==> config.mk <==
export PLATFORM = sky130hd
export DESIGN_NAME = led_show_scheduler
export DESIGN_NICKNAME = d
export VERILOG_FILES = /design/src/rtl/led_sched_pkg.sv /design/src/rtl/led_tick_prescaler.sv /design/src/rtl/led_show_scheduler.sv
export SDC_FILE = /design/constraint.sdc
export NUM_CORES = 1
export LEC_CHECK = 0
export ABC_AREA = 1
export CAP_MARGIN = 20
export CORE_ASPECT_RATIO = 1.4
export CORE_MARGIN = 2
export CORE_UTILIZATION = 51
export CTS_CLUSTER_SIZE = 14
export DETAILED_ROUTE_END_ITERATION = 8
export PLACE_DENSITY_LB_ADDON = 0.08
export SLEW_MARGIN = 20
export SYNTH_ARGS = -nofsm -noshare
export SYNTH_HDL_FRONTEND = slang
export SYNTH_SLANG_ARGS = --single-unit
export TNS_END_PERCENT = 20
==> constraint.sdc <==
create_clock -name clk -period 2.9 [get_ports clk]
set_input_delay 0.58 -clock clk [delete_from_list [all_inputs] [get_ports clk]]
set_output_delay 0.58 -clock clk [all_outputs]
set_load 0.005 [all_outputs]
==> src/rtl/led_sched_pkg.sv <==
// Shared types and constants for the LED show scheduler: FSM states,
// requester indices and the priority picker used by arbitration.
package led_sched_pkg;

    typedef enum logic [1:0] {
        IDLE = 2'd0,
        RUN  = 2'd1,
        DONE = 2'd2
    } state_e;

    localparam int REQ_BEAT    = 0;
    localparam int REQ_CHASE   = 1;
    localparam int REQ_WIN     = 2;
    localparam int REQ_JACKPOT = 3;

    localparam int STEP_W = 6;

    // Highest-index set bit wins, which is exactly the fixed priority order.
    function automatic logic [3:0] prio_pick(input logic [3:0] r);
        logic [3:0] pick;
        pick = '0;
        for (int i = 0; i < 4; i++) begin
            if (r[i]) pick = 4'b0001 << i;
        end
        return pick;
    endfunction

endpackage

==> src/rtl/led_tick_prescaler.sv <==
// Step-tick prescaler: counts 0..TICK_DIV-1 while enabled and pulses tick
// in the cycle the count wraps. clr restarts the count for a new grant.
module led_tick_prescaler #(
    parameter int TICK_DIV = 4194304
) (
    input  logic clk,
    input  logic rst,
    input  logic clr,
    input  logic en,
    output logic tick
);

    localparam int             CW   = $clog2(TICK_DIV);
    localparam logic [CW-1:0]  LAST = CW'(TICK_DIV - 1);

    logic [CW-1:0] cnt_q, cnt_d;

    always_comb begin
        cnt_d = cnt_q;
        if (clr)     cnt_d = '0;
        else if (en) cnt_d = (cnt_q == LAST) ? '0 : cnt_q + 1'b1;
    end

    always_ff @(posedge clk or posedge rst) begin
        if (rst) cnt_q <= '0;
        else     cnt_q <= cnt_d;
    end

    // Not gated by clr: a grant switch decided on a wrap cycle still shows
    // that wrap, and gating here would loop back through the hold check.
    assign tick = en && (cnt_q == LAST);

endmodule

==> src/rtl/led_show_scheduler.sv <==
// Fixed-priority owner scheduler for the 16-LED bank with minimum hold,
// one-shot shows and a shared step tick. Define LED_SCHED_RR_EN to make
// chase and beat alternate every MIN_HOLD ticks while both are requesting.
module led_show_scheduler
    import led_sched_pkg::*;
#(
    parameter int TICK_DIV      = 4194304,
    parameter int ONESHOT_STEPS = 32,
    parameter int MIN_HOLD      = 4
) (
    input  logic              clk,
    input  logic              rst,
    input  logic [3:0]        req,
    output logic [3:0]        grant,
    output logic              step_tick,
    output logic [STEP_W-1:0] step,
    output logic [3:0]        ack,
    output logic              busy
);

    localparam logic [STEP_W-1:0] HOLD_MAX   = '1;
    localparam logic [STEP_W-1:0] MIN_HOLD_L = STEP_W'(MIN_HOLD);
    localparam logic [STEP_W-1:0] OS_LAST    = STEP_W'(ONESHOT_STEPS - 1);

    state_e            state_q, state_d;
    logic [3:0]        grant_q, grant_d;
    logic [3:0]        ack_q, ack_d;
    logic [3:2]        req_q, rise, os_run, pend_q, pend_d, pend_eff;
    logic [STEP_W-1:0] step_q, step_d, hold_q, hold_d, hold_eff;
    logic [3:0]        win, load_grant;
    logic              tick, hold_ok, owner_fell, rr_swap;
    logic              load, finish, drop;

    led_tick_prescaler #(.TICK_DIV(TICK_DIV)) u_presc (
        .clk  (clk),
        .rst  (rst),
        .clr  (load),
        .en   (state_q == RUN),
        .tick (tick)
    );

    // An edge on the one-shot that is already running is not latched.
    assign rise     = req[3:2] & ~req_q;
    assign os_run   = (state_q == RUN) ? grant_q[3:2] : 2'b00;
    assign pend_eff = pend_q | (rise & ~os_run);
    assign win      = prio_pick({pend_eff, req[REQ_CHASE], req[REQ_BEAT]});

    // Hold counts the tick landing this cycle, so a switch due on the
    // MIN_HOLD-th tick happens on that tick's edge.
    assign hold_eff   = (tick && hold_q != HOLD_MAX) ? hold_q + 1'b1 : hold_q;
    assign hold_ok    = hold_eff >= MIN_HOLD_L;
    assign owner_fell = !(req[REQ_CHASE] && grant_q[REQ_CHASE]) &&
                        !(req[REQ_BEAT]  && grant_q[REQ_BEAT]);

`ifdef LED_SCHED_RR_EN
    assign rr_swap = grant_q[REQ_CHASE] && req[REQ_BEAT] && req[REQ_CHASE] &&
                     (pend_eff == 2'b00) && hold_ok;
`else
    assign rr_swap = 1'b0;
`endif

    always_ff @(posedge clk or posedge rst) begin
        if (rst) state_q <= IDLE;
        else     state_q <= state_d;
    end

    always_comb begin
        state_d    = state_q;
        load       = 1'b0;
        load_grant = '0;
        finish     = 1'b0;
        drop       = 1'b0;
        unique case (state_q)
            IDLE: begin
                if (|win) begin
                    load       = 1'b1;
                    load_grant = win;
                    state_d    = RUN;
                end
            end
            RUN: begin
                if (grant_q[REQ_WIN] || grant_q[REQ_JACKPOT]) begin
                    if (grant_q[REQ_WIN] && pend_eff[REQ_JACKPOT]) begin
                        load       = 1'b1;
                        load_grant = win;
                    end else if (tick && step_q == OS_LAST) begin
                        finish  = 1'b1;
                        state_d = DONE;
                    end
                end else if (win > grant_q && hold_ok) begin
                    load       = 1'b1;
                    load_grant = win;
                end else if (rr_swap) begin
                    load       = 1'b1;
                    load_grant = 4'b0001 << REQ_BEAT;
                end else if (owner_fell) begin
                    drop    = 1'b1;
                    state_d = IDLE;
                end
            end
            DONE:    state_d = IDLE;
            default: state_d = IDLE;
        endcase
    end

    always_comb begin
        grant_d = grant_q;
        step_d  = step_q;
        hold_d  = hold_q;
        ack_d   = '0;
        pend_d  = pend_eff;
        if (load) begin
            grant_d = load_grant;
            step_d  = '0;
            hold_d  = '0;
            pend_d  = pend_eff & ~load_grant[3:2];
        end else if (finish) begin
            grant_d = '0;
            ack_d   = grant_q;
            step_d  = step_q + 1'b1;
        end else if (drop || state_q == DONE) begin
            grant_d = '0;
        end else if (tick) begin
            step_d = step_q + 1'b1;
            hold_d = hold_eff;
        end
    end

    always_ff @(posedge clk or posedge rst) begin
        if (rst) begin
            grant_q <= '0;
            ack_q   <= '0;
            req_q   <= '0;
            pend_q  <= '0;
            step_q  <= '0;
            hold_q  <= '0;
        end else begin
            grant_q <= grant_d;
            ack_q   <= ack_d;
            req_q   <= req[3:2];
            pend_q  <= pend_d;
            step_q  <= step_d;
            hold_q  <= hold_d;
        end
    end

    always_comb begin
        grant     = grant_q;
        step      = step_q;
        ack       = ack_q;
        busy      = |grant_q;
        step_tick = tick;
    end

endmodule

Word-level counts from Yosys, hierarchy flattened:

Index checks and enable logic that the tools add are counted.

* flip-flop bits (word level): 48
* bits of input ports: 6
* logic and storage cells: 103

* add/subtract/negate cells: 3
* order comparisons: 2
* equality and inequality tests: 13
* mux-type cells: 48
* bitwise gates (word level): 7
* reduce and logical (&&, ||, !) cells: 22

Operator list (number)
* 22-bit 2-to-1 mux: 3
* 6-bit 2-to-1 mux: 9
* 4-bit 2-to-1 mux: 12
* 22-bit by 1-bit adder with 22-bit output, second input constant: 1
* 22-bit equality test, second input constant: 1
* 2-bit 2-to-1 mux: 8
* 3-bit != test, second input constant: 5
* 1-bit 2-to-1 mux: 13
* 6-bit by 1-bit adder with 6-bit output, second input constant: 2
* 1-bit logical AND: 8
* 4-bit one-hot mux with 2 select lines: 1
* 4-bit OR reduction: 2
* 2-bit AND: 3
* 6-bit by 5-bit equality test with 1-bit output, second input constant: 1
* 6-bit by 3-bit >= comparator with 1-bit output, second input constant: 1
* 2-bit != test, second input constant: 3
* 6-bit != test, second input constant: 1
* 2-bit NOT: 3
* 3-bit nonzero test: 2
* 5-bit AND reduction: 1
* 4-bit > comparator: 1
* 2-bit one-hot mux with 2 select lines: 1
* 2-bit nonzero test: 2
* 3-bit AND reduction: 1
* 8 further kinds: 10

Depth between registers and ports, before layout:

Gate-level depths: netlist (run 1).

* depth after elaboration: 16
* mapped depth: 19
* depth with buffers taken out: 19

By module:

A second synthesis (run 1) with hierarchy kept.

* cell total of the unflattened synthesis: 401
* area, all modules: 3004.1 um2

By module, submodules not included
* led_show_scheduler: times used 1, cells each 224, area an instance 1672.9 um2
* led_tick_prescaler: times used 1, cells each 177, area an instance 1331.3 um2

Worst setup path before layout (run 1):

Ideal clock, no wire load.

* kind: register to register
* from: register state_q[0]
* to: register u_presc.cnt_q[15]
* library setup time: 0.121 ns
* arrival time: 2.499 ns
* required time: 2.779 ns
* slack: 0.280 ns
* stages on the path, launching flop included: 19
* path buffers: 2
* path through: dfrtp_1 > inv_1 > nor2_4 > nand2_1 > a31oi_1 > inv_1 > nor2_1 > inv_1 > nor3_1 > inv_1 > ha_1 > nor2_1 > o21bai_1 > a22oi_1 > nand3_4 > nand3_4 > buf_6 > buf_6 > nor2_2

* cells in the longest elaborated chain, start to end: 13

RTL lines
* start, declared: RTL line led_show_scheduler.sv:25 `state_e state_q, state_d;`
* start signal, assigned: RTL line led_show_scheduler.sv:64 `else state_q <= state_d;`
* 2-bit by 1-bit equality test with 1-bit output: RTL line led_show_scheduler.sv:38, led_show_scheduler.sv:44, led_show_scheduler.sv:73
* 2-bit 2-to-1 mux: RTL line led_show_scheduler.sv:44 `assign os_run = (state_q == RUN) ? grant_q[3:2] : 2'b00;`
* 2-bit NOT: RTL line led_show_scheduler.sv:45 `assign pend_eff = pend_q | (rise & ~os_run);`
* 2-bit AND: RTL line led_show_scheduler.sv:45
* 2-bit OR: RTL line led_show_scheduler.sv:45
* 4-bit 2-to-1 mux (2 in a row): RTL line led_sched_pkg.sv:23 `if (r[i]) pick = 4'b0001 << i;`
* 4-bit > comparator: RTL line led_show_scheduler.sv:90 `end else if (win > grant_q && hold_ok) begin`
* 1-bit logical AND: RTL line led_show_scheduler.sv:90
* 1-bit 2-to-1 mux: RTL line led_show_scheduler.sv:90
* 1-bit 2-to-1 mux: RTL line led_show_scheduler.sv:82 `if (grant_q[REQ_WIN] || grant_q[REQ_JACKPOT]) begin`
* 1-bit one-hot mux with 2 select lines: RTL line led_show_scheduler.sv:73 `unique case (state_q)`
* 22-bit 2-to-1 mux or 2-bit nonzero test (tied branches)
* end signal, assigned: RTL line led_tick_prescaler.sv:26 `else cnt_q <= cnt_d;`
* end, declared: RTL line led_tick_prescaler.sv:16 `logic [CW-1:0] cnt_q, cnt_d;`

Several ways; a longest one is shown, not always the timed one.
A chain may end at the register's enable or synchronous reset.

Worst setup path after layout (run 1):

* from: input req[3]
* to: register grant_q[3], in the netlist grant[3]

* cells in the longest elaborated chain, start to end: 11

RTL lines
* start, declared: RTL line led_show_scheduler.sv:13 `input logic [3:0] req,`
* 2-bit AND (*): RTL line led_show_scheduler.sv:43 `assign rise = req[3:2] & ~req_q;`
* 2-bit AND (*): RTL line led_show_scheduler.sv:45
* 2-bit OR (*): RTL line led_show_scheduler.sv:45
* 4-bit 2-to-1 mux: RTL line led_sched_pkg.sv:23
* 4-bit > comparator: RTL line led_show_scheduler.sv:90
* 1-bit logical AND: RTL line led_show_scheduler.sv:90
* 1-bit 2-to-1 mux: RTL line led_show_scheduler.sv:90
* 1-bit 2-to-1 mux: RTL line led_show_scheduler.sv:82
* 1-bit 2-to-1 mux: RTL line led_show_scheduler.sv:73
* 1-bit logical OR: RTL line led_show_scheduler.sv:121 `end else if (drop || state_q == DONE) begin`
* 3-bit nonzero test (no line)
* end signal, assigned: RTL line led_show_scheduler.sv:138 `grant_q <= grant_d;`
* end, declared: RTL line led_show_scheduler.sv:26 `logic [3:0] grant_q, grant_d;`

Mark *: on every way between the ends. The rest lies on a longest branch, timed or not.

==> metrics.md, run 1 <==
| Metric | Value |
|---|---|
| Status | complete, no violations |
| Worst Path Buf+Inv | 5 |
| Remaining DRCs | 0 |
| Crit path launch | req[3] |
| Clk sinks | 48 |
| I/O pin cnt | 22 |
| Tightest Pin Transition | between 500 and 600 ps |
| Final cycle utilization of the critical path | between 90 and 100% |
| WL/cell | about 14 um |
| Commonest non-fill, non-tap cell in the layout | nand2_1 |
| Clock buffer depth | 2 |
| Worst path max stage delay | 430 ps |
| DP HPWL | roughly 5000 um |
| Mapped Area | approximately 0.0030 sq mm |
| Worst-path cell chain | clkdlybuf4s50_1 > a31o_2 > nor2_4 > inv_2 > nor2_4 > ha_1 > inv_2 > nor2_1 > o21bai_1 > a22oi_1 > buf_4 > nand3_4 > nand3_4 > buf_6 > nor2_4 > nand2_1 > nand2_1 |
| Achievable Freq | 364 MHz |
| CTS tree | yes |
| Most frequent cells in the layout | nand2_1 (75), dfrtp_1 (48), inv_1 (38), nor2_1 (38), nand3_1 (37) |
| Inserted Clock Buffers | 5 |
| CP Capture Point | grant[3]$_DFFE_PP0P_ |
| Root buf cell | clkbuf_8 |
| CP max FO | 6 |
| RePlAce Congestion | 0.847 |
| Leak | around 1.6 nW |
| Wire length after detailed routing | just under 7000 um |
| Async set-or-reset flop fraction in the synthesized netlist | between 90% and 100% |
| DR vias/cell | ~5.3 |
| CP Class | input pin to flop |
| Worst EP required | roughly 3200 ps |
| Reg2reg start | state_q[1]$_DFFE_PP0P_ |
| Worst flop-to-flop path endpoint | grant[3]$_DFFE_PP0P_ |
| First-pass GRT wire length | between 10000 and 15000 um |
| Vias in the first global route | around 2500 |
| Die ar. | between 0.006 and 0.007 sq mm |
| Mapped Avg Cell Area | ~8.0 sq um |
| Rel. slew slack | 63.4% |
| FF+latch count, synth | 48 |
| Synth-to-layout area growth | 20.6% |
| Syn Nets | 387 |
| Slack of the worst reg-to-reg path | between 200 and 250 ps |
| Total Power | approximately 2.5 mW |
| GRT Util Overall | ~23% |
| Clock transition at path regs | approximately 90 ps |
| Post-synthesis sequential area ratio | just over 40% |
| Synth Flop Type | dfrtp_1 |
| Worst VDD drop | 0.575 mV |
| Maximum number of pins on one net before global-route repair | 27 |
| Critical path depth | 17 |
| Slowest CP cell | clkdlybuf4s50_1 |
| HP Class | input pin to flop |
| Setup violators final | 0 |
| # rows | 33 |
| Clock Skew | 11.2 ps |
| Via count | approximately 2600 |
| Most used cell, CP | nor2_4 |
| Post-route setup slack | between 150 and 200 ps |
| DR iter-0 viols | 92 |
| Drt first pass iters | 4 |
| Final hold violations | 0 |
| Power density cells | roughly 700 mW/mm^2 |
| Final Critical Period | 2750 ps |
| Unique masters post-synth | 40 |
| CP Capture Type | flop |
| Startpoint Class | input pin |
| Fillers | roughly 500 |
| Antenna diode count | 0 |
| Hold-fix buffers, CTS | 0 |
| IO buf count | 21 |
| Share of cells above drive strength 1 | a little over a fifth |
| Nets | between 400 and 500 |
| Die W | about 70 um |
| Max-cap viol count | 0 |
| Remaining global-route overflow | 0 |
| DP Worst Slack | -277 ps |
| Cell family with most CP delay | buffers and inverters |
| Clock H-tree levels | 2 |
| Core Region | 0.00574 sq mm |
| R2R cell count | 19 |
| Starting Density | about half |
| Yosys warnings | 0 |
| Antenna violations before repair | 0 |
| Die Ht | 94.5 um |
| Post-synthesis cell count | roughly 370 |
| Post-synth EDFFs | 0 |
| Final Max Tran Viols | 0 |
| Arrival @ worst endpoint | about 3000 ps |
| Later-pin clock latency in the skew report | between 300 and 400 ps |
| Antenna Nets Post-Route | 0 |
==> stage by stage <==
step,utilization [%],area [sq um],std cells,TNS (ps),hold WS (ps)
2_1_floorplan,-,2980,374,0,485
3_5_place_dp,58.1,3330,471,-8700,503
3_3_place_gp,58.1,3330,471,-5760,496
6_report,62.7,3600,484,0,426
5_1_grt,62.7,3600,484,-158,426
4_1_cts,60.3,3460,479,0,526
==> worst register-to-register path, stage by stage, from the launching register on <==
cell,delay (ps)
dfrtp_1,430
nor2_4,140
nand2_1,90
a31oi_2,200
inv_2,80
nor2_4,100
inv_2,70
nor2_4,110
ha_1,240
inv_2,60
nor2_1,40
o21bai_1,150
a22oi_1,80
buf_4,160
nand3_4,90
nand3_4,150
buf_6,170
nor2_4,140
nand2_1,60
nand2_1,60
==> layout make-up <==
type | instances | area [sq um] | area share [%]
repair buffers | 38 | 364 | 10.1
clock buffers | 7 | 96.3 | 2.68
clock inverters | 1 | 30.0 | 0.834
flip-flops and latches | 48 | 1200 | 33.4
well taps | 70 | 87.6 | 2.43
inverters | 46 | 178 | 4.94
multi-input cells | 274 | 1640 | 45.6
==> cell usage after synthesis, types with 3 or more instances <==
cell type | n | share of area [%]
inv_2 | 3 | 0.38
nand2_2 | 7 | 1.5
dfrtp_1 | 48 | 40
nor2_1 | 41 | 5.2
nor2_4 | 6 | 2.3
a21oi_1 | 10 | 1.7
nand4_1 | 7 | 1.5
nor3_1 | 5 | 0.84
xnor2_1 | 4 | 1.2
nor2_2 | 16 | 3.4
buf_6 | 3 | 1.1
a21oi_2 | 7 | 2.1
nand2_1 | 77 | 9.7
inv_1 | 42 | 5.3
xor2_1 | 11 | 3.2
nand3_1 | 39 | 6.5
o21ai_0 | 12 | 2.0
nand3b_1 | 3 | 0.75
ha_1 | 7 | 2.9
==> cell families (layout without fill, tap and decap cells) <==
logic type / after synthesis / count (layout) / synth area share, %
flops: 48 / 48 / 40.3
simple gates: 214 / 214 / 36.8
buf+inv: 52 / 92 / 7.55
mux: 1 / 1 / 0.377
xor+xnor: 15 / 15 / 4.40
compound gates: 37 / 37 / 7.67
fa+ha+maj: 7 / 7 / 2.93
==> layer usage <==
metal	track usage, %	vias up	wire length [um]
li1	-	1281	-
met1	26.1	1239	2760
met2	41.8	42	3630
met3	3.22	12	162
met4	8.00	0	170
met5	0	-	0
==> power breakdown <==
part	total (mW)	leakage, nW	internal, mW	switching (mW)
sequential	0.773	0.655	0.726	0.0476
combinational	1.17	0.902	0.448	0.719
clock	0.540	0.0645	0.305	0.236
==> how the worst min path moves through the flow <==
stage | start | to | cells after the start
final | req[2] | req_q[2]$_DFF_PP0_ | 1
after detailed placement | grant[1]$_DFFE_PP0P_ | grant[1]$_DFFE_PP0P_ | 2
after global routing | req[2] | req_q[2]$_DFF_PP0_ | 1
after global placement | grant[1]$_DFFE_PP0P_ | grant[1]$_DFFE_PP0P_ | 2
after CTS | grant[1]$_DFFE_PP0P_ | grant[1]$_DFFE_PP0P_ | 2
after floorplan | state_q[0]$_DFFE_PP0P_ | state_q[0]$_DFFE_PP0P_ | 2
==> state kept, by name, indices dropped and copies added (netlist names) <==
name,cells
state_q,2
ack,4
pend_q,2
step,6
grant,4
req_q,2
u_presc.cnt_q,22
hold_q,6
==> repair_timing <==
| item | in CTS | in global routing |
|---|---|---|
| resized for setup | 0 | 26 |
| setup endpoints to repair | 0 | 41 |
| buffers inserted | 0 | 5 |
Power figures use the tool's default switching activity.
==> inputs of run 2 (changes only) <==
--- a/config.mk
+++ b/config.mk
@@ -16,5 +16,6 @@
 export SLEW_MARGIN = 20
 export SYNTH_ARGS = -nofsm -noshare
 export SYNTH_HDL_FRONTEND = slang
+export SYNTH_HIERARCHICAL = 1
 export SYNTH_SLANG_ARGS = --single-unit
 export TNS_END_PERCENT = 20
==> run 2 against run 1 <==
Critical path depth up 1. First-iteration DRC count up 71%. Via count up 7.7%. Utilization up 3.6 points. Non-clock buffer count up 30. Worst hold slack better by 120 ps. Clock skew down 0.84 ps. Combinational power down 98%. Sequential share of layout area down 2.0 points. Highest routed layer unchanged. The run now ends with setup timing left.
==> metrics.md, run 2 <==
| Metric | Value |
|---|---|
| P_sw | 254 uW (-75%) |
| IO buf count | 21 (unchanged) |
| Antenna diode count | 0 (unchanged) |
| R2R cell count | 21 (+2) |
| Die W | 68.9 um (+0.31%) |
| Antenna Nets Post-Route | 0 (unchanged) |
| Placement-stage cell area | 0.00357 sq mm (+7.1%) |
| Logic pwr share | 2.4% (-45 points) |
| Remaining global-route overflow | 0 (unchanged) |
| Setup violators final | 4 (+4) |
| CP Class | input pin to flop |
| Failing checks | setup timing |
| Post-synth top area cell | dfrtp_1 |
| Post-synthesis cell count | 401 (+7.2%) |
| Finished Core Util | 66.3% (+3.6 points) |
| First-pass GRT wire length | 11800 um (+4.2%) |
| Maximum number of pins on one net before global-route repair | 27 (unchanged) |
| DP HPWL | 5240 um (+6.4%) |
| Final Non-Filler Cells | 543 (+12%) |
| Via count | 2771 (+7.7%) |
| Achievable Freq | 343 MHz (-5.8%) |
| Most flop-heavy register | u_presc/cnt_q |
| CP Capture Type | flop |
| WHS Path Cells | 2 (+1) |
| Synth top cells by count | nand2_1 (100), nor2_1 (59), inv_1 (53) |
| Tightest Pin Transition | 887 ps (+339 ps) |
| Final Critical Period | 2920 ps (+168 ps) |
| Die ar. | 0.00653 sq mm (+0.64%) |
| Max-cap viol count | 0 (unchanged) |
| Vias in the first global route | 2778 (+11%) |
| Mapped Area | 0.00300 sq mm (+0.67%) |
| P_int | 870 uW (-41%) |
| Clock power share | 38.0% (+16 points) |
| Drt first pass iters | 5 (+1) |
| Commonest non-fill, non-tap cell in the layout | nand2_1 |
| Post-synthesis sequential area ratio | 40.0% (-0.27 points) |
| Core Region | 0.00578 sq mm (+0.72%) |
| Leak | 1.90 nW (+17%) |
| Worst EP required | 3100 ps (-50 ps) |
| Setup TNS | -35.9 ps (-35.9 ps) |
| Later-pin clock latency in the skew report | 310 ps (about the same) |
| Dpl cells | 524 (+11%) |
| Mapped Avg Cell Area | 7.49 sq um (-6.1%) |
| Power density cells | 293 mW/mm^2 (-57%) |
| Post-synth EDFFs | 0 (unchanged) |
| Die Ht | 94.8 um (+0.32%) |
| Clock H-tree levels | 2 (unchanged) |
| Startpoint Class | input pin |
| FF+latch count, synth | 48 (unchanged) |
| I/O pin cnt | 22 (unchanged) |
| Total Power | 1.12 mW (-55%) |
| Clk sinks | 48 (unchanged) |
| DR iter-0 viols | 157 (+71%) |
| Post-route setup slack | -17.7 ps (-168 ps) |
| Fillers | 505 (-1.8%) |
| Yosys warnings | 6 (+6) |
| Unique masters post-synth | 34 (-15%) |
| Synth Flop Type | dfrtp_1 |
| Share of cells above drive strength 1 | 25.2% (+3.7 points) |
| Rel. slew slack | 40.8% (-23 points) |
| RSZ-0062 raised after global routing | true |
| Final cycle utilization of the critical path | 101% (+5.8 points) |
| Starting Density | 52.0% (about the same) |
| WL/cell | 13.2 um (-5.1%) |
| # rows | 33 (unchanged) |
| Remaining DRCs | 0 (unchanged) |
| Antenna violations before repair | 0 (unchanged) |
| Max reg flops | 22 (unchanged) |
| Top cells by area, synth | dfrtp_1 (40%), nand2_1 (12%), nand3_1 (7.7%) |
| RePlAce Congestion | 0.893 (+5.3%) |
| Most frequent cells in the layout | nand2_1 (94), nor2_1 (51), inv_1 (51) |
| Clock transition at path regs | 90 ps (about the same) |
| Switching share of power | 22.6% (-18 points) |
| Synth-to-layout area growth | 27.6% |
| GRT Util Overall | 24.0% (+1.2 points) |
| CP max FO | 6 (unchanged) |
| Wire length after detailed routing | 7170 um (+6.5%) |
| Inserted Clock Buffers | 5 (unchanged) |
| Final Max Tran Viols | 0 (unchanged) |
| HP Class | flop to flop |
| CTS tree | yes |
| Reg power frac | 59.7% (+28 points) |
| Share of the synthesized area in the top cell type | 40.0% (-0.27 points) |
| Fin Hold WS | 542 ps (+116 ps) |
| Root buf cell | clkbuf_8 |
| Async set-or-reset flop fraction in the synthesized netlist | 100% (unchanged) |
| Worst VDD drop | 0.275 mV (-52%) |
| DP Worst Slack | -447 ps (-171 ps) |
| Clock buffer depth | 2 (unchanged) |
| Final instance area | 0.00383 sq mm (+6.5%) |
| Most frequent cell after synthesis | nand2_1 |
| Arrival @ worst endpoint | 3110 ps (+110 ps) |
| DR vias/cell | 5.10 (-4.0%) |
| Clock Skew | 10.4 ps (-0.840 ps) |
| Syn Nets | 414 (+7.0%) |
| Status | finished with violations |
| Final hold violations | 0 (unchanged) |
| Nets | 485 (+14%) |
[run 2: cell count changes after synthesis, moves of 3 or more]
cell	previous run	this run
nand2_1	77	100
nor2_1	41	59
inv_1	42	53
o21ai_0	12	4
a21oi_1	10	3
a21oi_2	7	0
nand3_1	39	46
nand3b_1	3	0
o22ai_1	1	4
[run 2: critical path: stages]
cell	delay [ps]
clkdlybuf4s50_1	520
a31oi_4	110
buf_6	130
nor2_1	140
ha_1	250
nand2_1	60
inv_1	50
a32oi_1	200
buf_4	150
nand3_4	80
nand3_4	90
inv_4	50
nand2_4	70
buf_6	140
nand3_4	130
nor2_2	130
xnor2_1	150
nor2_2	60
[run 2: cell families (layout without fill, tap and decap cells)]
kind of cell | Yosys count | count (layout) | share of synthesized area, %
AO/OA/AOI/OAI | 17 | 17 | 3.66
XOR/XNOR | 14 | 14 | 4.08
adder cells (fa/ha/maj) | 7 | 7 | 2.92
buffers and inverters | 62 | 134 | 9.08
flip-flops | 48 | 48 | 40.0
multiplexers | 1 | 1 | 0.375
AND/OR/NAND/NOR | 252 | 252 | 39.9
[run 2: metal layers]
layer / vias up / GRT usage, % / share of wire, %
li1: 1408 / - / -
met1: 1307 / 23.2 / 39
met2: 44 / 48.6 / 57
met3: 12 / 3.93 / 2.3
met4: 0 / 7.52 / 1.9
met5: - / 0 / 0
[run 2: worst paths after layout]
path,startpoint,end,slack (ps)
max in group asynchronous,rst,u_presc/cnt_q[17]$_DFFE_PP0P_,1570
min,grant[1]$_DFFE_PP0P_,grant[1]$_DFFE_PP0P_,540
max reg2reg,state_q[0]$_DFFE_PP0P_,u_presc/cnt_q[10]$_DFFE_PP0P_,-10
max,req[2],u_presc/cnt_q[10]$_DFFE_PP0P_,-20
min reg2reg,grant[1]$_DFFE_PP0P_,grant[1]$_DFFE_PP0P_,540
min in group asynchronous,rst,hold_q[3]$_DFFE_PP0P_,650
[run 2: cell type report]
type / count / area, sq um / share of cell area (%)
sequential: 48 / 1200 / 31.3
clock inverter: 2 / 10.0 / 0.261
tap: 70 / 87.6 / 2.29
multi-input combinational: 291 / 1660 / 43.2
inverter: 58 / 225 / 5.88
timing repair buffer: 68 / 569 / 14.9
clock buffer: 6 / 82.6 / 2.15
[run 2: power groups by stage]
| stage | clock network, mW | logic, mW | registers [mW] |
|---|---|---|---|
| finish | 0.427 | 0.0266 | 0.670 |
| detailed placement | 0 | 0.0277 | 0.684 |
| global placement | 0 | 0.0272 | 0.684 |
| CTS | 0.438 | 0.0272 | 0.670 |
| floorplan | 0 | 0.0120 | 0.684 |
| global route | 0.465 | 0.0304 | 0.671 |
[run 2: what timing repair did]
item                       4_1_cts  5_1_grt
hold buffers                     0        0
buffers inserted                 3        8
pin swaps                        3       16
resized for setup                4       21
gates cloned                     0        0
setup endpoints to repair       16       31
==> inputs of run 3 (changes only) <==
==> constraint.sdc (replaced) <==
create_clock -name clk -period 3.6 [get_ports clk]
set_input_delay 0.72 -clock clk [delete_from_list [all_inputs] [get_ports clk]]
set_output_delay 0.72 -clock clk [all_outputs]
set_load 0.005 [all_outputs]
==> run 3 against run 2 <==
First-iteration DRC count down 61%. Clock-buffer cell count up 1. Combinational power down 30%. Design area down 10%. Routed wire length down 11%. Critical path type unchanged. Global-route usage down 1.7 points. Critical path depth unchanged. Die area unchanged. The run now ends clean. Sequential power down 19%. Non-clock buffer count down 39. Utilization down 6.7 points.
==> metrics.md, run 3 (synthesis results as in run 2) <==
| Metric | Value |
|---|---|
| Placement-stage cell area | 0.00331 sq mm (-7.3%) |
| RePlAce Congestion | 0.896 (+0.35%) |
| Commonest non-fill, non-tap cell in the layout | nand2_1 |
| Vias in the first global route | 2486 (-11%) |
| Post-CTS setup repair buffer count | 0 (-3) |
| DR vias/cell | 5.14 (+0.82%) |
| Worst path max stage delay | 450 ps (-70 ps) |
| Most frequent cells in the layout | nand2_1 (100), nor2_1 (59), inv_1 (52) |
| Tightest Pin Transition | 864 ps (-23.3 ps) |
| Remaining global-route overflow | 0 (unchanged) |
| Status | complete, no violations |
| Final hold violations | 0 (unchanged) |
| Crit path launch | req[2] |
| Final Critical Period | 3290 ps |
| CTS tree | yes |
| Reg power frac | 55.1% (-4.6 points) |
| Die Ht | 94.8 um (unchanged) |
| CP Capture Type | flop |
| CP Class | input pin to flop |
| Worst flop-to-flop path endpoint | u_presc/cnt_q[20]$_DFFE_PP0P_ |
| Achievable Freq | between 300 and 400 MHz |
| Final instance area | 0.00345 sq mm (-10%) |
| Starting Density | 52.0% (unchanged) |
| Clk sinks | 48 (unchanged) |
| I/O pin cnt | 22 (unchanged) |
| Final cycle utilization of the critical path | around nine tenths |
| DP HPWL | 4950 um (-5.6%) |
| Later-pin clock latency in the skew report | 300 ps (about the same) |
| Cell family with most CP delay | simple AND/OR/NAND/NOR gates |
| HP Class | flop to flop |
| Switching share of power | 19.3% (-3.3 points) |
| Clock transition at path regs | 90 ps (about the same) |
| Worst Path Buf+Inv | 3 (-3) |
| R2R cell count | 22 (+4.8%) |
| CP Capture Point | u_presc/cnt_q[20]$_DFFE_PP0P_ |
| First-pass GRT wire length | 11100 um (-6.1%) |
| Max reg flops | 22 (unchanged) |
| Setup TNS | 0 ps (+35.9 ps) |
| Root buf cell | clkbuf_8 |
| Dpl cells | 496 (-5.3%) |
| Antenna Nets Post-Route | 0 (unchanged) |
| Share of cells above drive strength 1 | 14.1% (-11 points) |
| Leak | 1.71 nW (-10%) |
| GRT met2 Usage | 42.9% (-5.6 points) |
| Synth-to-layout area growth | 14.7% |
| Worst EP required | 3790 ps (+690 ps) |
| Die W | 68.9 um (unchanged) |
| Power density cells | 284 mW/mm^2 (-3.0%) |
| Final Max Tran Viols | 0 (unchanged) |
| Clock power share | 43.0% (+5.0 points) |
| Drt first pass iters | 4 (-1) |
| P_int | 790 uW (-9.1%) |
| Slowest CP cell | clkdlybuf4s50_1 |
| Met3 GRT Util | 3.46% (-0.48 points) |
| Arrival @ worst endpoint | 3470 ps (+360 ps) |
| CP max FO | 6 (unchanged) |
| Remaining DRCs | 0 (unchanged) |
| Clock buffer depth | 2 (unchanged) |
| Met1 track demand over resource | 23.1% (-0.12 points) |
| WL/cell | 12.7 um (-3.6%) |
| Antenna violations before repair | 0 (unchanged) |
| Startpoint Class | input pin |
| GRT Util Overall | 22.3% (-1.7 points) |
| DR iter-0 viols | 61 (-61%) |
| Logic pwr share | 1.9% (-0.5 points) |
| Clock Skew | 11.7 ps (+1.29 ps) |
| P_sw | 189 uW (-25%) |
| Worst VDD drop | 0.216 mV (-21%) |
| Reg2reg start | state_q[0]$_DFFE_PP0P_ |
| Most flop-heavy register | u_presc/cnt_q |
| Setup violators final | 0 (-4) |
| Wire length after detailed routing | 6420 um (-11%) |
| Slack of the worst reg-to-reg path | 480 ps (+490 ps) |
| Core Region | 0.00578 sq mm (unchanged) |
| Antenna diode count | 0 (unchanged) |
| Max-cap viol count | 0 (unchanged) |
| IO buf count | 21 (unchanged) |
| Inserted Clock Buffers | 5 (unchanged) |
| Final Non-Filler Cells | 504 (-7.2%) |
| Via count | 2593 (-6.4%) |
| # rows | 33 (unchanged) |
| Clock H-tree levels | 2 (unchanged) |
| Critical path depth | 18 (unchanged) |
| Nets | 446 (-8.0%) |
| Worst-path cell chain | clkdlybuf4s50_1 > a31oi_2 > nand2_1 > nor3_1 > inv_1 > ha_1 > nor2_1 > o21ai_0 > a32oi_2 > nand3_4 > nand3_4 > inv_1 > nand2_1 > nand3_2 > nor2_1 > nand3_1 > nand2_1 > nor2_1 |
| Die ar. | 0.00653 sq mm (unchanged) |
| Maximum number of pins on one net before global-route repair | 27 (unchanged) |
| Rel. slew slack | 42.3% (+1.6 points) |
| RSZ-0062 raised after global routing | false |
| Most Crowded Layer GR | met2 |
| Fillers | 562 (+11%) |
[run 3: worst min-delay path by stage]
stage | startpoint | to | slack [ps] | depth (start not counted)
global route | u_presc/cnt_q[15]$_DFFE_PP0P_ | u_presc/cnt_q[15]$_DFFE_PP0P_ | 550 | 2
detailed placement | u_presc/cnt_q[1]$_DFFE_PP0P_ | u_presc/cnt_q[1]$_DFFE_PP0P_ | 500 | 2
CTS | u_presc/cnt_q[1]$_DFFE_PP0P_ | u_presc/cnt_q[1]$_DFFE_PP0P_ | 520 | 2
finish | u_presc/cnt_q[1]$_DFFE_PP0P_ | u_presc/cnt_q[1]$_DFFE_PP0P_ | 520 | 2
floorplan | u_presc/cnt_q[1]$_DFFE_PP0P_ | u_presc/cnt_q[1]$_DFFE_PP0P_ | 480 | 2
global placement | u_presc/cnt_q[15]$_DFFE_PP0P_ | u_presc/cnt_q[15]$_DFFE_PP0P_ | 490 | 2
[run 3: area by class of cell]
type | instances | area (sq um) | share of cell area [%]
sequential | 48 | 1200 | 34.9
timing repair buffer | 29 | 270 | 7.84
multi-input combinational | 291 | 1540 | 44.6
tap | 70 | 87.6 | 2.54
clock inverter | 1 | 30.0 | 0.871
inverter | 58 | 223 | 6.46
clock buffer | 7 | 96.3 | 2.80
[run 3: tightest hold or removal path, delay by kind of cell (launching register included)]
kind	cells	cell delay, ps
DFF	1	380
and+or+nand+nor	2	110
[run 3: routing by layer]
| metal | part of all wire, % | wire length, um |
|---|---|---|
| met3 | 2.5 | 161 |
| met1 | 40 | 2550 |
| met4 | 2.5 | 158 |
| met2 | 55 | 3550 |
| met5 | 0 | 0 |
[run 3: through the flow]
stage	utilization (%)	power (mW)	setup slack (ps)	hold slack [ps]
global route	59.6	1.02	42.2	555
CTS	59.5	0.998	255	520
finish	59.6	0.980	312	516
global placement	57.3	0.570	65.4	494
detailed placement	57.3	0.570	-66.0	496
floorplan	-	0.560	387	475
[run 3: timing repair]
| action | 4_1_cts | 5_1_grt |
|---|---|---|
| hold buffers | 0 | 0 |
| gates resized for setup | 0 | 1 |
| setup endpoints to repair | 0 | 3 |
[run 3: power groups by stage]
| stage | logic (mW) | clock network, mW | registers [mW] |
|---|---|---|---|
| global placement | 0.0193 | 0 | 0.551 |
| floorplan | 0.00954 | 0 | 0.551 |
| detailed placement | 0.0196 | 0 | 0.551 |
| global route | 0.0219 | 0.459 | 0.540 |
| CTS | 0.0197 | 0.439 | 0.540 |
| finish | 0.0187 | 0.421 | 0.540 |
